$ cat config.mk
export PLATFORM = sky130hd
export DESIGN_NAME = ptp_bus_arbiter
export DESIGN_NICKNAME = d
export VERILOG_FILES = /design/src/rtl/ptp_bus_arbiter.sv
export SDC_FILE = /design/constraint.sdc
export NUM_CORES = 1
export LEC_CHECK = 0
export ABC_AREA = 1
export CORE_MARGIN = 2
export CORE_UTILIZATION = 40
export CTS_CLUSTER_SIZE = 10
export DETAILED_ROUTE_END_ITERATION = 8
export GPL_TIMING_DRIVEN = 0
export HOLD_SLACK_MARGIN = 0.12
export PLACE_DENSITY = 0.88
export SLEW_MARGIN = 20
export SYNTH_ARGS = -nofsm -noshare
export SYNTH_HDL_FRONTEND = slang
export SYNTH_SLANG_ARGS = --single-unit
$ cat constraint.sdc
create_clock -name bus2ip_clk -period 5.6 [get_ports bus2ip_clk]
set_clock_uncertainty 0.1 [all_clocks]
set_input_delay 1.12 -clock bus2ip_clk [delete_from_list [all_inputs] [get_ports bus2ip_clk]]
set_output_delay 1.12 -clock bus2ip_clk [all_outputs]
set_load 0.05 [all_outputs]
$ cat src/rtl/ptp_bus_arbiter.sv
// Round-robin arbiter letting two masters share the PTPv2 core register bus.
// One single-beat read or write is in flight at a time; every output is registered.
module ptp_bus_arbiter #(
    parameter int unsigned RD_LAT = 1
) (
    input  logic        bus2ip_clk,
    input  logic        bus2ip_rst,

    input  logic        m0_req_i,
    input  logic        m0_we_i,
    input  logic [31:0] m0_addr_i,
    input  logic [31:0] m0_wdata_i,
    output logic        m0_ack_o,
    output logic [31:0] m0_rdata_o,

    input  logic        m1_req_i,
    input  logic        m1_we_i,
    input  logic [31:0] m1_addr_i,
    input  logic [31:0] m1_wdata_i,
    output logic        m1_ack_o,
    output logic [31:0] m1_rdata_o,

    output logic [31:0] bus2ip_addr_o,
    output logic [31:0] bus2ip_data_o,
    output logic        bus2ip_rd_ce_o,
    output logic        bus2ip_wr_ce_o,
    input  logic [31:0] ip2bus_data_i,

    output logic        busy_o,
    output logic        gnt_id_o
);

    typedef enum logic [1:0] {StIdle, StCe, StWait, StAck} state_e;

    // WAIT runs RD_LAT-1 extra cycles after the CE cycle; unused when RD_LAT is 0.
    localparam int unsigned LatLoad = (RD_LAT > 0) ? RD_LAT - 1 : 0;

    state_e      r_state;
    logic        r_prio;
    logic        r_gnt;
    logic        r_we;
    logic        r_rd_ce;
    logic        r_wr_ce;
    logic        r_m0_ack;
    logic        r_m1_ack;
    logic        r_busy;
    logic [2:0]  r_cnt;
    logic [31:0] r_addr;
    logic [31:0] r_data;
    logic [31:0] r_m0_rdata;
    logic [31:0] r_m1_rdata;

    logic        w_any_req;
    logic        w_pick;
    logic        w_pick_we;
    logic [31:0] w_pick_addr;
    logic [31:0] w_pick_wdata;

    assign w_any_req    = m0_req_i | m1_req_i;
    // r_prio names the master that wins a tie; a lone requester always wins.
    assign w_pick       = (m0_req_i & m1_req_i) ? r_prio : m1_req_i;
    assign w_pick_we    = w_pick ? m1_we_i    : m0_we_i;
    assign w_pick_addr  = w_pick ? m1_addr_i  : m0_addr_i;
    assign w_pick_wdata = w_pick ? m1_wdata_i : m0_wdata_i;

    always_ff @(posedge bus2ip_clk or posedge bus2ip_rst) begin
        if (bus2ip_rst) begin
            r_state    <= StIdle;
            r_prio     <= 1'b0;
            r_gnt      <= 1'b0;
            r_we       <= 1'b0;
            r_rd_ce    <= 1'b0;
            r_wr_ce    <= 1'b0;
            r_m0_ack   <= 1'b0;
            r_m1_ack   <= 1'b0;
            r_busy     <= 1'b0;
            r_cnt      <= 3'd0;
            r_addr     <= 32'd0;
            r_data     <= 32'd0;
            r_m0_rdata <= 32'd0;
            r_m1_rdata <= 32'd0;
        end else begin
            case (r_state)
                StIdle: begin
                    if (w_any_req) begin
                        r_state <= StCe;
                        r_gnt   <= w_pick;
                        r_prio  <= ~w_pick;
                        r_we    <= w_pick_we;
                        r_addr  <= w_pick_addr;
                        r_data  <= w_pick_wdata;
                        r_rd_ce <= ~w_pick_we;
                        r_wr_ce <= w_pick_we;
                        r_busy  <= 1'b1;
                    end
                end
                StCe: begin
                    r_rd_ce <= 1'b0;
                    r_wr_ce <= 1'b0;
                    if (r_we || (RD_LAT == 0)) begin
                        if (!r_we) begin
                            if (r_gnt) r_m1_rdata <= ip2bus_data_i;
                            else       r_m0_rdata <= ip2bus_data_i;
                        end
                        r_m0_ack <= ~r_gnt;
                        r_m1_ack <= r_gnt;
                        r_state  <= StAck;
                    end else begin
                        r_cnt   <= 3'(LatLoad);
                        r_state <= StWait;
                    end
                end
                StWait: begin
                    if (r_cnt == 3'd0) begin
                        if (r_gnt) r_m1_rdata <= ip2bus_data_i;
                        else       r_m0_rdata <= ip2bus_data_i;
                        r_m0_ack <= ~r_gnt;
                        r_m1_ack <= r_gnt;
                        r_state  <= StAck;
                    end else begin
                        r_cnt <= r_cnt - 3'd1;
                    end
                end
                StAck: begin
                    r_m0_ack <= 1'b0;
                    r_m1_ack <= 1'b0;
                    r_busy   <= 1'b0;
                    r_state  <= StIdle;
                end
                default: begin
                    r_state <= StIdle;
                end
            endcase
        end
    end

    assign m0_ack_o       = r_m0_ack;
    assign m1_ack_o       = r_m1_ack;
    assign m0_rdata_o     = r_m0_rdata;
    assign m1_rdata_o     = r_m1_rdata;
    assign bus2ip_addr_o  = r_addr;
    assign bus2ip_data_o  = r_data;
    assign bus2ip_rd_ce_o = r_rd_ce;
    assign bus2ip_wr_ce_o = r_wr_ce;
    assign busy_o         = r_busy;
    assign gnt_id_o       = r_gnt;

`ifndef SYNTHESIS
    a_ce_excl: assert property (@(posedge bus2ip_clk) disable iff (bus2ip_rst)
        !(r_rd_ce && r_wr_ce));
    a_ce_pulse: assert property (@(posedge bus2ip_clk) disable iff (bus2ip_rst)
        (r_rd_ce || r_wr_ce) |=> !(r_rd_ce || r_wr_ce));
    a_ack_excl: assert property (@(posedge bus2ip_clk) disable iff (bus2ip_rst)
        !(r_m0_ack && r_m1_ack));
    a_ack_pulse: assert property (@(posedge bus2ip_clk) disable iff (bus2ip_rst)
        (r_m0_ack || r_m1_ack) |=> !(r_m0_ack || r_m1_ack));
`endif

endmodule

==> results.md, run 1 <==
* Syn-to-layout area delta at 65.0%
* CTS tree: built
* Via/cell ratio at between 4 and 5
* RSZ-0062 raised after global routing: no
* EDFF count, synth at 0
* Critical path launch point type: register
* Arr. time, crit path at 1.68 ns
* Mapped cell area at 0.00587 mm^2
* Skew-Pair Late Insertion Delay at between 0.4 and 0.5 ns
* Distinct cells, synth at 19
* Final setup viols at 0
* Initial antenna violation count at 0
* GPL Wtd Cong at ~0.83
* Setup ws final at 2.70 ns
* Leak at 0.00448 uW
* Vias in the first global route at roughly 6000
* Cell Chain, Critical Path: clkdlybuf4s50_1
* Final net count at 1165
* Synth area leaders: dfrtp_1, nand2_1, o21ai_0
* GRT Overall Usage at 0.251
* Yosys top cell area share at 0.601
* Core footprint at 0.0144 mm^2
* Power per cell area at 705 mW/mm^2
* Commonest cells in the netlist: nand2_1, dfrtp_1, o21ai_0, nand3_1, inv_1
* Least-Margin Pin Slew at between 0.6 and 0.7 ns
* Initial drt markers at approximately 390
* Largest stage delay, worst path at around 0.85 ns
* H-tree depth at 4
* CTS Sinks at 141
* Yosys warns at 0
* # diodes at 0
* Final-report max-slew violation count at 0
* Cts bufs inserted at 17
* Largest net degree at the start of global routing at 78
* Ratio of cells with drive above 1 in the final layout at 0.0548
* Pre-CTS setup slack at 2.68 ns
* Fillcell total at 1120
* Die area at 0.0157 mm^2
* ANT nets after route at 0
* CTS clk-pin slew, worst paths at 0.06 ns
* Worst EP required at about 4.4 ns
* Vias at 5850
* Worst Path Max Fanout at 2
* Hold_buf cts at 0
* Max Cap Viol at 0
* Post-Syn Area per Cell at 8.74 um^2
* Placed insts at 1156
* Non-Filler Instances at ~1200
* Post-CTS sizing at 0
* Final hold viol count at 0
* CTS Buffer Depth at 2
* Synth Register Bits at about 140
* Ys async rst share at 1.00
* Syn nets at 846
* Post-CTS Setup Inserts at 0
* Count leader, synth: nand2_1
* HP Class: register to register
* DRT Pass-1 Iters at 5
* Port Buffers at 299
* Crit share post-route at 0.517
* Core Rows at 44
* Crit Path Category: register to primary output
* Detailed Place HPWL at 14.5 mm
* DRC Markers at 0
* Initial Utilization at 0.407
* Tot Pwr at between 6000 and 7000 uW
* Crit path time final at 2.90 ns
* Crit-path leading delay family: buffers and inverters
* WP buf/inv at 1
* Root Buffer: clkbuf_16
* Fmax at 345 MHz
* WL final at 19.5 mm
* Status: completed
* Chip Height at 125 um
* Post-synth top area cell: dfrtp_1
* Peak VDD IR at 0.000450 V
* Worst hold slack at 0.382 ns
* Synth Flop Type: dfrtp_1
* Boundary Pins at 300
* Global-route wire length before repair at a little over 30 mm
* DR WL/cell at 16.4 um
* Post-synthesis sequential area ratio at 0.601
* Mapped Cells at 672
* Crit end category: primary output
* Slew headroom at 0.595
* GRT overflow at 0
* Die width at about 130 um
* CP max-delay cell: clkdlybuf4s50_1
==> routing by layer <==
metal / GRT usage / routed length (um)
met5: 0 / 0
met4: 0.102 / 548
met3: 0.0603 / 1190
met2: 0.426 / 9890
met1: 0.308 / 7880
==> metrics by stage <==
step,utilization,instance area (um^2),TNS [ns]
2_1_floorplan,-,5870,0
3_3_place_gp,0.631,9100,-194.26
3_5_place_dp,0.633,9130,0
4_1_cts,0.672,9690,0
5_1_grt,0.672,9690,0
6_report,0.672,9690,0
==> placed cells by master (no fill, tap or decap), types with 4 or more instances in the layout <==
master and count:
clkinvlp_4 4, nand3_1 65, inv_6 4, clkbuf_16 17
buf_4 7, nand2_1 282, nor2_1 11, inv_1 48
o21ai_0 73, clkbuf_1 15, dfrtp_1 141, ha_1 8
clkdlybuf4s50_1 299, buf_2 6, buf_6 5
==> worst paths after layout <==
kind	start	to	slack, ns	cells past startpoint
min in group asynchronous	bus2ip_rst	m1_rdata_o[24]$_DFFE_PP0P_	1.01	2
hold / removal	m0_rdata_o[26]$_DFFE_PP0P_	m0_rdata_o[26]$_DFFE_PP0P_	0.38	2
hold reg to reg	m0_rdata_o[26]$_DFFE_PP0P_	m0_rdata_o[26]$_DFFE_PP0P_	0.38	2
max in group asynchronous	bus2ip_rst	r_cnt[1]$_DFFE_PP0P_	3.65	3
setup / recovery	bus2ip_addr_o[26]$_DFFE_PP0P_	bus2ip_addr_o[26]	2.70	1
setup reg to reg	r_state[0]$_DFFE_PP0P_	bus2ip_data_o[26]$_DFFE_PP0P_	3.48	7
==> where the power goes <==
group          internal (uW)  leakage (uW)  total (uW)  switching, uW
Clock                    614      0.000266        1080            461
Sequential              1520       0.00173        1810            292
Combinational           1270       0.00248        3950           2680
Total                   3410       0.00448        6840           3430
==> final cells by class <==
| class | count | area, um^2 | share of cell area |
|---|---|---|---|
| buffer | 33 | 195 | 0.0201 |
| clock buffer | 17 | 425 | 0.0439 |
| clock inverter | 15 | 136 | 0.0141 |
| inverter | 49 | 191 | 0.0197 |
| multi-input combinational | 449 | 1970 | 0.203 |
| sequential | 141 | 3530 | 0.364 |
| tap | 184 | 230 | 0.0237 |
| timing repair buffer | 300 | 3020 | 0.312 |
==> worst reg2reg max path, delay by kind of cell (launching register included) <==
family                   cells  cell delay, ns
buffers and inverters        3            0.76
flip-flops                   1            0.44
adder cells (fa/ha/maj)      1            0.24
AND/OR/NAND/NOR              3            0.52
==> cell families (layout without fill, tap and decap cells) <==
kind of cell / after synthesis / after routing / share of synthesized area
buffers and inverters: 82 / 414 / 0.0645
DFF: 141 / 141 / 0.601
adders and majority gates: 8 / 8 / 0.0170
AOI/OAI and AO/OA: 80 / 80 / 0.0707
and+or+nand+nor: 361 / 361 / 0.247
==> flip-flops by register name, indices dropped and copies added (netlist names) <==
| signal | cells |
|---|---|
| r_prio | 1 |
| m0_ack_o | 1 |
| bus2ip_data_o | 32 |
| r_cnt | 3 |
| m1_ack_o | 1 |
| m1_rdata_o | 32 |
| bus2ip_addr_o | 32 |
| busy_o | 1 |
| bus2ip_wr_ce_o | 1 |
| r_we | 1 |
| m0_rdata_o | 32 |
| gnt_id_o | 1 |
| r_state | 2 |
| bus2ip_rd_ce_o | 1 |
(Power assumes the default switching activity.)
==> inputs of run 2 (changes only) <==
==> constraint.sdc (replaced) <==
create_clock -name bus2ip_clk -period 2.9 [get_ports bus2ip_clk]
set_clock_uncertainty 0.1 [all_clocks]
set_input_delay 0.58 -clock bus2ip_clk [delete_from_list [all_inputs] [get_ports bus2ip_clk]]
set_output_delay 0.58 -clock bus2ip_clk [all_outputs]
set_load 0.05 [all_outputs]
==> results.md, run 2 (synthesized netlist as in run 1, its figures left out) <==
* Status: completed (unchanged)
* Peak VDD IR at 0.000756 V (was 0.000450 V)
* HP Class: register to register (unchanged)
* Core footprint at 0.0144 mm^2 (unchanged)
* Core Util, Final at 0.678 (was 0.672)
* Initial antenna violation count at 0 (unchanged)
* Largest stage delay, worst path at 0.83 ns (was 0.85 ns)
* DR WL/cell at 16.1 um (was 16.4 um)
* Final net count at 1168 (was 1165)
* Worst hold slack at 0.381 ns (was 0.382 ns)
* WHS Path Cells at 2 (unchanged)
* Detailed Place HPWL at 14.6 mm (was 14.5 mm)
* Initial drt markers at 350 (was 394)
* Multi-input logic area at 0.00197 mm^2 (unchanged)
* CTS Sinks at 141 (unchanged)
* Die width at 125 um (unchanged)
* Final setup viols at 0 (unchanged)
* Post-CTS sizing at 0 (unchanged)
* Switch share at 0.494 (was 0.502)
* Hold_buf cts at 0 (unchanged)
* GRT overflow at 0 (unchanged)
* Global-route wire length before repair at 30.2 mm (was 31.2 mm)
* GRT Overall Usage at 0.246 (was 0.251)
* CTS tree: built (unchanged)
* Setup ws final at 0.555 ns (was 2.70 ns)
* Vias at 5737 (was 5850)
* Power per cell area at 1360 mW/mm^2 (was 705 mW/mm^2)
* NetSw at 6540 uW (was 3430 uW)
* Fmax at roughly 430 MHz
* Crit-path leading delay family: buffers and inverters (unchanged)
* Root Buffer: clkbuf_16 (unchanged)
* Least-Margin Pin Slew at 0.598 ns (was 0.608 ns)
* Port Buffers at 299 (unchanged)
* Commonest non-fill, non-tap cell in the layout: clkdlybuf4s50_1 (unchanged)
* # diodes at 0 (unchanged)
* Logic gate share of total power at 0.572 (was 0.577)
* DRC Markers at 0 (unchanged)
* Critical path launch point type: register (unchanged)
* Pre-CTS setup slack at 0.585 ns (was 2.68 ns)
* Clock power share at 0.165 (was 0.157)
* WP buf/inv at 1 (unchanged)
* Reg2Reg Setup Slack at 0.92 ns (was 3.48 ns)
* Crit share post-route at 0.809
* Initial Utilization at 0.407 (unchanged)
* Worst Path Max Fanout at 4 (was 2)
* Chip Height at 125 um (unchanged)
* CTS Buffer Depth at 2 (unchanged)
* Post-CTS Setup Inserts at 0 (unchanged)
* Core Rows at 44 (unchanged)
* Final-report max-slew violation count at 0 (unchanged)
* Worst EP required at 2.22 ns (was 4.38 ns)
* RSZ-0062 raised after global routing: no (unchanged)
* Reg2reg path depth at 7 (unchanged)
* Setup TNS Final at 0 ns (unchanged)
* Boundary Pins at 300 (unchanged)
* Die area at 0.0157 mm^2 (unchanged)
* Max Cap Viol at 0 (unchanged)
* Register share of total power at 0.263 (was 0.265)
* Syn-to-layout area delta at 66.4% (was 65.0%)
* CTS clk-pin slew, worst paths at 0.06 ns (about the same)
* Via/cell ratio at 4.82 (was 4.92)
* H-tree depth at 4 (unchanged)
* ANT nets after route at 0 (unchanged)
* Crit path depth at 1 (unchanged)
* Fillcell total at 1130 (was 1120)
* Skew-Pair Late Insertion Delay at 0.42 ns (was 0.43 ns)
* Cell Int Power at 6710 uW (was 3410 uW)
* Cts bufs inserted at 17 (unchanged)
* Most frequent cells in the layout: clkdlybuf4s50_1, nand2_1, dfrtp_1 (unchanged)
* Crit path time final at 2.35 ns
* Ratio of cells with drive above 1 in the final layout at 0.0576 (was 0.0548)
* DRT Pass-1 Iters at 5 (unchanged)
* Vias in the first global route at 5816 (was 6001)
* Crit end category: primary output (unchanged)
* Leak at 0.00451 uW (was 0.00448 uW)
* GPL Wtd Cong at 0.896 (was 0.833)
* Register area at 0.00353 mm^2 (unchanged)
* Slew headroom at 0.600 (was 0.595)
* CP max-delay cell: clkdlybuf4s50_1 (unchanged)
* Tot Pwr at 13300 uW (was 6840 uW)
* Final hold viol count at 0 (unchanged)
* Arr. time, crit path at 1.67 ns (was 1.68 ns)
* Cell Chain, Critical Path: clkdlybuf4s50_1 (unchanged)
* WL final at 19.1 mm (was 19.5 mm)
* Largest net degree at the start of global routing at 33 (was 78)
* Crit Path Category: register to primary output (unchanged)
[run 2: routing by layer]
metal | wire length (um) | GRT usage
met1 | 7700 | 0.300
met2 | 9720 | 0.412
met3 | 1080 | 0.0693
met4 | 621 | 0.105
met5 | 0 | 0
[run 2: final timing paths]
check                                                end                       start
max                                             gnt_id_o        gnt_id_o$_DFFE_PP0P_
min in group asynchronous     m0_rdata_o[17]$_DFFE_PP0P_                  bus2ip_rst
min reg2reg                   m1_rdata_o[28]$_DFFE_PP0P_  m1_rdata_o[28]$_DFFE_PP0P_
max reg2reg                bus2ip_addr_o[26]$_DFFE_PP0P_      r_state[1]$_DFFE_PP0P_
max in group asynchronous   bus2ip_data_o[0]$_DFFE_PP0P_                  bus2ip_rst
min                           m1_rdata_o[28]$_DFFE_PP0P_  m1_rdata_o[28]$_DFFE_PP0P_
[run 2: cell type report]
cell class | instances | area share
buffer | 33 | 0.0200
multi-input combinational | 449 | 0.201
sequential | 141 | 0.361
timing repair buffer | 303 | 0.314
clock buffer | 19 | 0.0463
clock inverter | 13 | 0.0142
tap | 184 | 0.0236
inverter | 49 | 0.0192
[run 2: power by group through the flow]
stage | logic, uW | clock network, uW | registers [uW]
6_report | 7590 | 2180 | 3490
3_3_place_gp | 7490 | 0 | 3470
4_1_cts | 7640 | 2210 | 3480
2_1_floorplan | 1660 | 0 | 6640
3_5_place_dp | 7620 | 0 | 3500
5_1_grt | 8020 | 2320 | 3600
[run 2: through the flow]
step,cells,area [um^2]
2_1_floorplan,672,5880
3_3_place_gp,1155,9100
6_report,1191,9770
4_1_cts,1191,9770
5_1_grt,1191,9770
3_5_place_dp,1159,9180
==> inputs of run 3 (changes only) <==
==> constraint.sdc (replaced) <==
create_clock -name bus2ip_clk -period 2.2 [get_ports bus2ip_clk]
set_clock_uncertainty 0.1 [all_clocks]
set_input_delay 0.44 -clock bus2ip_clk [delete_from_list [all_inputs] [get_ports bus2ip_clk]]
set_output_delay 0.44 -clock bus2ip_clk [all_outputs]
set_load 0.05 [all_outputs]
==> results.md, run 3 (synthesized netlist as in run 1, its figures left out) <==
* Largest stage delay, worst path at 0.85 ns (was 0.83 ns)
* Core Rows at 44 (unchanged)
* CTS tree: built (unchanged)
* Peak VDD IR at 0.000995 V (was 0.000756 V)
* Die area at 0.0157 mm^2 (unchanged)
* Global-route wire length before repair at 30.2 mm (unchanged)
* DR WL/cell at 16.1 um (about the same)
* GRT Overall Usage at 0.246 (unchanged)
* Vias at 5707 (was 5737)
* Boundary Pins at 300 (unchanged)
* Crit end category: primary output (unchanged)
* Metal2 WL at 9.72 mm (about the same)
* Cell Int Power at 8820 uW (was 6710 uW)
* Worst EP required at 1.66 ns (was 2.22 ns)
* DRT Pass-1 Iters at 5 (unchanged)
* Largest net degree at the start of global routing at 33 (unchanged)
* NetSw at 8610 uW (was 6540 uW)
* Tot Pwr at 17400 uW (was 13300 uW)
* Register share of total power at 0.263 (about the same)
* Port Buffers at 299 (unchanged)
* Routed length on met3 at 1.11 mm (was 1.08 mm)
* Detailed Place HPWL at 14.6 mm (unchanged)
* Root Buffer: clkbuf_16 (unchanged)
* DRC Markers at 0 (unchanged)
* Arr. time, crit path at 1.62 ns (was 1.67 ns)
* Final net count at 1168 (unchanged)
* Clock power share at 0.165 (about the same)
* Cts bufs inserted at 17 (unchanged)
* Crit-path leading delay family: buffers and inverters (unchanged)
* Final hold viol count at 0 (unchanged)
* Vias in the first global route at 5816 (unchanged)
* Most frequent cells in the layout: nand2_1, clkdlybuf4s50_1, dfrtp_1 (was clkdlybuf4s50_1, nand2_1, dfrtp_1)
* Skew-Pair Late Insertion Delay at 0.42 ns (about the same)
* Least-Margin Pin Slew at 0.597 ns (was 0.598 ns)
* CTS Sinks at 141 (unchanged)
* Crit path time final at 2.16 ns
* HP Class: input pin to asynchronous set/reset pin (was register to register)
* # diodes at 0 (unchanged)
* Switch share at 0.494 (about the same)
* WL final at 19.1 mm (about the same)
* Fmax at 462 MHz
* Initial antenna violation count at 0 (unchanged)
* Setup TNS Final at 0 ns (unchanged)
* Initial drt markers at 317 (was 350)
* H-tree depth at 4 (unchanged)
* M1 WL at 7.72 mm (was 7.70 mm)
* Final-report max-slew violation count at 0 (unchanged)
* Status: completed (unchanged)
* Ratio of cells with drive above 1 in the final layout at 0.0576 (unchanged)
* Worst Path Max Fanout at 2 (was 4)
* CTS Buffer Depth at 2 (unchanged)
* Die width at 125 um (unchanged)
* RSZ-0062 raised after global routing: no (unchanged)
* CTS clk-pin slew, worst paths at 0.06 ns (about the same)
* GRT overflow at 0 (unchanged)
* Worst r2r src: r_state[1]$_DFFE_PP0P_ (unchanged)
* Logic gate share of total power at 0.572 (about the same)
* Power per cell area at 1780 mW/mm^2 (was 1360 mW/mm^2)
* Commonest non-fill, non-tap cell in the layout: nand2_1 (was clkdlybuf4s50_1)
* Via/cell ratio at 4.79 (was 4.82)
* Slew headroom at 0.601 (was 0.600)
* Cell Chain, Critical Path: clkdlybuf4s50_1 (unchanged)
* Crit Path Category: register to primary output (unchanged)
* ANT nets after route at 0 (unchanged)
* Final setup viols at 0 (unchanged)
* GPL Wtd Cong at 0.896 (unchanged)
* Syn-to-layout area delta at 67.1% (was 66.4%)
* Max Cap Viol at 0 (unchanged)
* Initial Utilization at 0.407 (unchanged)
* Worst Setup SP: m0_rdata_o[31]$_DFFE_PP0P_ (was gnt_id_o$_DFFE_PP0P_)
* Highest metal used: met4 (unchanged)
* Core footprint at 0.0144 mm^2 (unchanged)
* Critical path launch point type: register (unchanged)
* Chip Height at 125 um (unchanged)
* Leak at 0.00472 uW (was 0.00451 uW)
* CP max-delay cell: clkdlybuf4s50_1 (unchanged)
* WP buf/inv at 1 (unchanged)
* Crit share post-route at 0.983
## run 3: cell count changes in the layout (fill, tap and decap cells not counted)
| cell | before | now |
|---|---|---|
| dlymetal6s2s_1 | 0 | 17 |
| dlygate4sd2_1 | 0 | 2 |
| clkdlybuf4s50_1 | 299 | 280 |
## run 3: what timing repair did
| item | in CTS | in global routing |
|---|---|---|
| setup buffers | 0 | 0 |
| hold buffers | 0 | 0 |
| setup endpoints to repair | 2 | 17 |
| gates cloned | 0 | 0 |
| gates resized for setup | 2 | 17 |
| pin swaps | 0 | 0 |
## run 3: power groups by stage
stage / sequential [uW] / clock, uW / combinational, uW
final: 4590 / 2870 / 9970
after floorplan: 8750 / 0 / 2190
after global routing: 4740 / 3060 / 10500
after detailed placement: 4610 / 0 / 10000
after CTS: 4590 / 2920 / 10100
after global placement: 4570 / 0 / 9870
## run 3: final cells by class
type                       count  area [um^2]
clock inverter                13          139
inverter                      49          188
fill                        1117         4610
buffer                        33          195
multi-input combinational    449         1970
timing repair buffer         303         3110
sequential                   141         3530
clock buffer                  19          453
tap                          184          230
## run 3: layer usage
metal	up-vias	GRT usage
li1	2765	-
met1	2681	0.300
met2	219	0.412
met3	42	0.0693
met4	0	0.105
met5	-	0
## run 3: final timing paths
kind | slack (ns) | cells after the start | to
worst max register to register | 0.22 | 7 | bus2ip_addr_o[26]$_DFFE_PP0P_
worst max-delay path | 0.04 | 1 | m0_rdata_o[31]
worst min register to register | 0.38 | 2 | m1_rdata_o[2]$_DFFE_PP0P_
min in group bus2ip_clk | 0.38 | 2 | m1_rdata_o[2]$_DFFE_PP0P_
worst min-delay path | 0.33 | 2 | m0_rdata_o[17]$_DFFE_PP0P_
max in group asynchronous | 0.88 | 4 | bus2ip_data_o[0]$_DFFE_PP0P_
## run 3: metrics by stage
stage	util	instances	hold slack [ns]	setup WS, ns	instance area (um^2)
2_1_floorplan	-	672	0.353	-0.103	5880
3_3_place_gp	0.631	1155	0.366	-1.38	9100
3_5_place_dp	0.637	1159	0.372	0.0250	9180
4_1_cts	0.677	1191	0.327	0.000399	9770
5_1_grt	0.680	1191	0.348	0.000145	9810
6_report	0.680	1191	0.329	0.0376	9810
